[config.mk]
export PLATFORM = sky130hd
export DESIGN_NAME = regfile_scoreboard
export DESIGN_NICKNAME = d
export VERILOG_FILES = /design/src/rtl/regfile_scoreboard.sv
export SDC_FILE = /design/constraint.sdc
export NUM_CORES = 1
export LEC_CHECK = 0
export ABC_CLOCK_PERIOD_IN_PS = 6550
export CORE_ASPECT_RATIO = 0.7
export CORE_MARGIN = 1
export CORE_UTILIZATION = 24
export CTS_CLUSTER_DIAMETER = 40
export DETAILED_ROUTE_END_ITERATION = 8
export PLACE_DENSITY = 0.49
export SYNTH_ARGS = -nofsm -noshare
export SYNTH_HDL_FRONTEND = slang
export SYNTH_SLANG_ARGS = --single-unit
export TNS_END_PERCENT = 1
[constraint.sdc]
create_clock -name clk -period 6.55 [get_ports clk]
set_clock_uncertainty 0.1 [all_clocks]
set_input_delay 0.655 -clock clk [delete_from_list [all_inputs] [get_ports clk]]
set_output_delay 0.655 -clock clk [all_outputs]
set_load 0.05 [all_outputs]
[src/rtl/regfile_scoreboard.sv]
// rtl/regfile_scoreboard.sv - 2R/1W register file with clear sequencer, zero register and pending-write scoreboard
// Optional same-cycle write-to-read bypass: define REGFILE_BYPASS_EN.
module regfile_scoreboard #(
    parameter int DATA_W   = 32,
    parameter int ADDR_W   = 3,
    parameter int ZERO_REG = 1
) (
    input  logic              clk,
    input  logic              rst_n,
    input  logic [ADDR_W-1:0] rd_addr1,
    input  logic [ADDR_W-1:0] rd_addr2,
    output logic [DATA_W-1:0] rd_data1,
    output logic [DATA_W-1:0] rd_data2,
    output logic              rd_busy1,
    output logic              rd_busy2,
    input  logic              wr_en,
    input  logic [ADDR_W-1:0] wr_addr,
    input  logic [DATA_W-1:0] wr_data,
    input  logic              issue_en,
    input  logic [ADDR_W-1:0] issue_addr,
    output logic              ready,
    output logic [ADDR_W:0]   busy_cnt
);

    localparam int NREG = 2 ** ADDR_W;
    localparam bit ZR   = (ZERO_REG != 0);

    typedef enum logic {
        ST_INIT = 1'b0,
        ST_RUN  = 1'b1
    } state_t;

    state_t              state_q, state_d;
    logic [ADDR_W-1:0]   init_ptr_q, init_ptr_d;
    logic [NREG-1:0]     busy_q, busy_d;
    logic [ADDR_W:0]     busy_cnt_q, busy_cnt_d;

    // Storage has no reset so it can map onto RAM; the INIT sweep clears it.
    logic [DATA_W-1:0]   mem_q [NREG];

    logic                mem_we;
    logic [ADDR_W-1:0]   mem_waddr;
    logic [DATA_W-1:0]   mem_wdata;

    // Qualified traffic: only in RUN, and never to a hardwired-zero register 0.
    logic                run;
    logic                wr_eff;
    logic                iss_eff;

    assign run     = (state_q == ST_RUN);
    assign wr_eff  = run && wr_en    && !(ZR && (wr_addr    == '0));
    assign iss_eff = run && issue_en && !(ZR && (issue_addr == '0));

    function automatic logic [ADDR_W:0] popcnt(input logic [NREG-1:0] v);
        logic [ADDR_W:0] c;
        c = '0;
        for (int i = 0; i < NREG; i++) begin
            c = c + {{ADDR_W{1'b0}}, v[i]};
        end
        return c;
    endfunction

    // Next state of the INIT/RUN sequencer and the clear pointer.
    always_comb begin
        state_d    = state_q;
        init_ptr_d = init_ptr_q;
        if (state_q == ST_INIT) begin
            init_ptr_d = init_ptr_q + ADDR_W'(1);
            if (init_ptr_q == ADDR_W'(NREG - 1)) begin
                state_d = ST_RUN;
            end
        end
    end

    // Scoreboard update: writeback clears, issue sets, so issue wins on a collision.
    always_comb begin
        busy_d = busy_q;
        if (wr_eff) begin
            busy_d[wr_addr] = 1'b0;
        end
        if (iss_eff) begin
            busy_d[issue_addr] = 1'b1;
        end
        busy_cnt_d = popcnt(busy_d);
    end

    // Array write port source: the clear sweep in INIT, writeback in RUN.
    always_comb begin
        mem_we    = 1'b0;
        mem_waddr = wr_addr;
        mem_wdata = wr_data;
        if (rst_n) begin
            if (state_q == ST_INIT) begin
                mem_we    = 1'b1;
                mem_waddr = init_ptr_q;
                mem_wdata = '0;
            end else if (wr_eff) begin
                mem_we = 1'b1;
            end
        end
    end

    // Control state registers with synchronous active-low reset.
    always_ff @(posedge clk) begin
        if (!rst_n) begin
            state_q    <= ST_INIT;
            init_ptr_q <= '0;
            busy_q     <= '0;
            busy_cnt_q <= '0;
        end else begin
            state_q    <= state_d;
            init_ptr_q <= init_ptr_d;
            busy_q     <= busy_d;
            busy_cnt_q <= busy_cnt_d;
        end
    end

    // Single write port into the register array.
    always_ff @(posedge clk) begin
        if (mem_we) begin
            mem_q[mem_waddr] <= mem_wdata;
        end
    end

    // Read port 1: zero in INIT and for register 0, optional forward of the in-flight write.
    always_comb begin
        rd_data1 = '0;
        rd_busy1 = 1'b0;
        if (run && !(ZR && (rd_addr1 == '0))) begin
            rd_data1 = mem_q[rd_addr1];
            rd_busy1 = busy_q[rd_addr1];
`ifdef REGFILE_BYPASS_EN
            if (wr_eff && (wr_addr == rd_addr1) && !(iss_eff && (issue_addr == rd_addr1))) begin
                rd_data1 = wr_data;
                rd_busy1 = 1'b0;
            end
`endif
        end
    end

    // Read port 2: same rules as port 1.
    always_comb begin
        rd_data2 = '0;
        rd_busy2 = 1'b0;
        if (run && !(ZR && (rd_addr2 == '0))) begin
            rd_data2 = mem_q[rd_addr2];
            rd_busy2 = busy_q[rd_addr2];
`ifdef REGFILE_BYPASS_EN
            if (wr_eff && (wr_addr == rd_addr2) && !(iss_eff && (issue_addr == rd_addr2))) begin
                rd_data2 = wr_data;
                rd_busy2 = 1'b0;
            end
`endif
        end
    end

    assign ready    = run;
    assign busy_cnt = busy_cnt_q;

endmodule

==> reports/metrics.cfg <==
[pwr]
power_mw=3.818
power.leakage_nw=5.285
power_frac_clock=0.463
intPower_mw=2.890
combPwrFrac=0.085
p_sw_frac=0.2430
seqPwrFrac=0.452
power_density_nw_per_um2=240.5
p_sw_mw=0.9276
irDropWorstVdd_v=0.0001463

[clocking]
htreeDepth=2
hold_buffers=0
numCtsBuffers=34
root_buffer=clkbuf_16
cts_tree=built
insertion_delay_ns=0.51
clock_sinks=240
cts_max_path_buffers=3
cts_resized=0
cts_setup_buffers=0
clkTransAtPathRegs_ns=0.05

[setup_path]
critical_path_arrival_ns=3.81
worst-path-max-fanout=19
end_kind=primary output
crit_type=primary input to primary output
cp-start-kind=primary input
worstPathRequired_ns=5.79

[global_routing]
antenna_found_initial=0
grtUsageTotal=0.1365
grt_pass1_vias=8201
grt_pass1_wl_um=55170
grt-ovfl-total=0
grt_max_degree=68

[sta]
clock.fmax_mhz=219.1
fin_crit_ns=4.563
setup_ws_ns=1.987
worst_slew_pin_slew_ns=1.133
relSlewSlack=0.2428
final_max_slew_viol_count=0
tns_ns=0
rsz0062_at_grt=no
hold_viol_final=0
setup_violations=0
period_share=0.6967

[logic_synthesis]
yosysUniqueCellTypes=45
netlist_top_cells_area=edfxtp_1, mux2i_1, a221oi_2
synth_seq_cells=240
yosysSeqAreaShare=0.5445
yosysWarnings=0
yosysTopAreaCell=edfxtp_1
ys.flop_type=edfxtp_1
synth_nets=910
synthesis.instances=853
synth_edf_count=224
async_flop_share=0
syn_area_um2=12940
synth.top_cell.area_share=0.5198
avgSynthCellArea_um2=15.17

[finish]
num_antenna_cells=0
drive_gt1_frac=0.2807
area_growth_pct=22.68
fin_cells=1696
multi_input_area_um2=5475
finalNetCount=1008
finalInstanceArea_um2=15880
regArea_um2=7051
fillers=5293

[place]
place.gp.congestion=0.7345
placed_cell_area_um2=14790
post-place-cells=1635
port_buffers=118
hpwl_um=23650
dp_slack_ns=2.010

[floorplan]
start_util=0.2454
fp.dieW_um=279.5
core_um2=52730
ios=119
num_rows=70
die_h_um=196.3
die_area_um2=54870

[routing]
wl_per_cell_um=22.20
totalWireLength_um=37660
drtAntennaViolNets=0
routed_via_density=4.656
vias=7897
drc=0
firstDrtPassIters=4
drt_iter0_drc=467

[status]
outcome=finished, final reports clean

[run]
cap_violations=0

[worst_hold_path]
holdCritPathClass=flop to flop

-- final cells by class --
cell class / instances / share of cell area
flip-flops and latches: 240 / 0.4441
repair buffers: 140 / 0.08385
clock inverters: 23 / 0.01269
clock buffers: 38 / 0.05588
multi-input cells: 527 / 0.3449
well taps: 720 / 0.05674
inverters: 8 / 0.001891
-- critical path, stage by stage --
cell and delay (ns):
clkdlybuf4s50_1 0.58, or2_2 0.55, buf_4 0.50, o221ai_2 0.17, a221oi_2 0.44, clkdlybuf4s50_1 0.90
-- cell families (layout without fill, tap and decap cells) --
family,after synthesis,count (layout),share of synthesized area
AOI/OAI and AO/OA,167,167,0.1664
muxes,200,200,0.1646
adders and majority gates,9,9,0.01102
DFF,240,240,0.5445
and+or+nand+nor,150,150,0.07068
buffers and inverters,86,209,0.04215
xor gates and xnor gates,1,1,0.0006769
-- synthesized netlist by cell type, types with 4 or more instances --
cell type  number
edfxtp_1      224
mux2i_1       134
and2_1        103
a221oi_2       64
o221ai_2       60
mux2_2         40
buf_2          34
buf_4          19
dfxtp_1        16
mux2_1         14
mux2_4         12
buf_6          11
nand3_1         9
nor2b_1         9
inv_1           8
nand2b_1        8
clkbuf_1        7
nand2_1         7
o21ai_0         7
a21oi_1         6
o211ai_1        6
o221ai_1        6
ha_1            5
o21ai_1         5
buf_1           4
fa_1            4
-- cell usage in the layout (no fill, tap or decap), drive strengths merged, types with 16 or more instances in the layout --
cell type,netlist,layout
dfxtp,16,16
clkdlybuf4s50,0,114
buf,70,26
edfxtp,224,224
clkbuf,8,38
o221ai,66,66
mux2,66,66
a221oi,66,66
and2,103,103
mux2i,134,134
-- sequential cells by signal (all words and copies together), names as in the netlist --
register    count
busy_cnt        4
busy_q          8
init_ptr_q      3
mem_q         224
ready           1
-- power groups by stage --
stage               clock, mW  sequential (mW)  combinational, mW
global route             1.87             1.73              0.346
finish                   1.77             1.73              0.323
CTS                      1.82             1.73              0.328
global placement            0             1.76              0.325
floorplan                   0             1.76              0.217
detailed placement          0             1.76              0.328
-- worst paths after layout --
path	from	end	slack, ns	cells after the start
max	rd_addr1[2]	rd_data1[13]	1.99	6
min	busy_q[0]$_SDFF_PN0_	busy_q[0]$_SDFF_PN0_	0.40	1
max reg2reg	ready$_SDFF_PN0_	busy_cnt[2]$_SDFF_PN0_	2.81	13
min reg2reg	busy_q[0]$_SDFF_PN0_	busy_q[0]$_SDFF_PN0_	0.40	1
-- layer usage --
layer / share of wire / vias up / GRT usage
li1: - / 3643 / -
met1: 0.50 / 4024 / 0.1969
met2: 0.44 / 177 / 0.2102
met3: 0.039 / 53 / 0.02322
met4: 0.019 / 0 / 0.03481
met5: 0 / - / 0
-- metrics by stage --
step | hold WS [ns] | util
2_1_floorplan | 0.3330 | -
3_3_place_gp | 0.3953 | 0.2805
3_5_place_dp | 0.3972 | 0.2805
4_1_cts | 0.4104 | 0.3011
5_1_grt | 0.4323 | 0.3011
6_report | 0.4030 | 0.3011
Note: power is estimated with default switching activity, not from simulation.
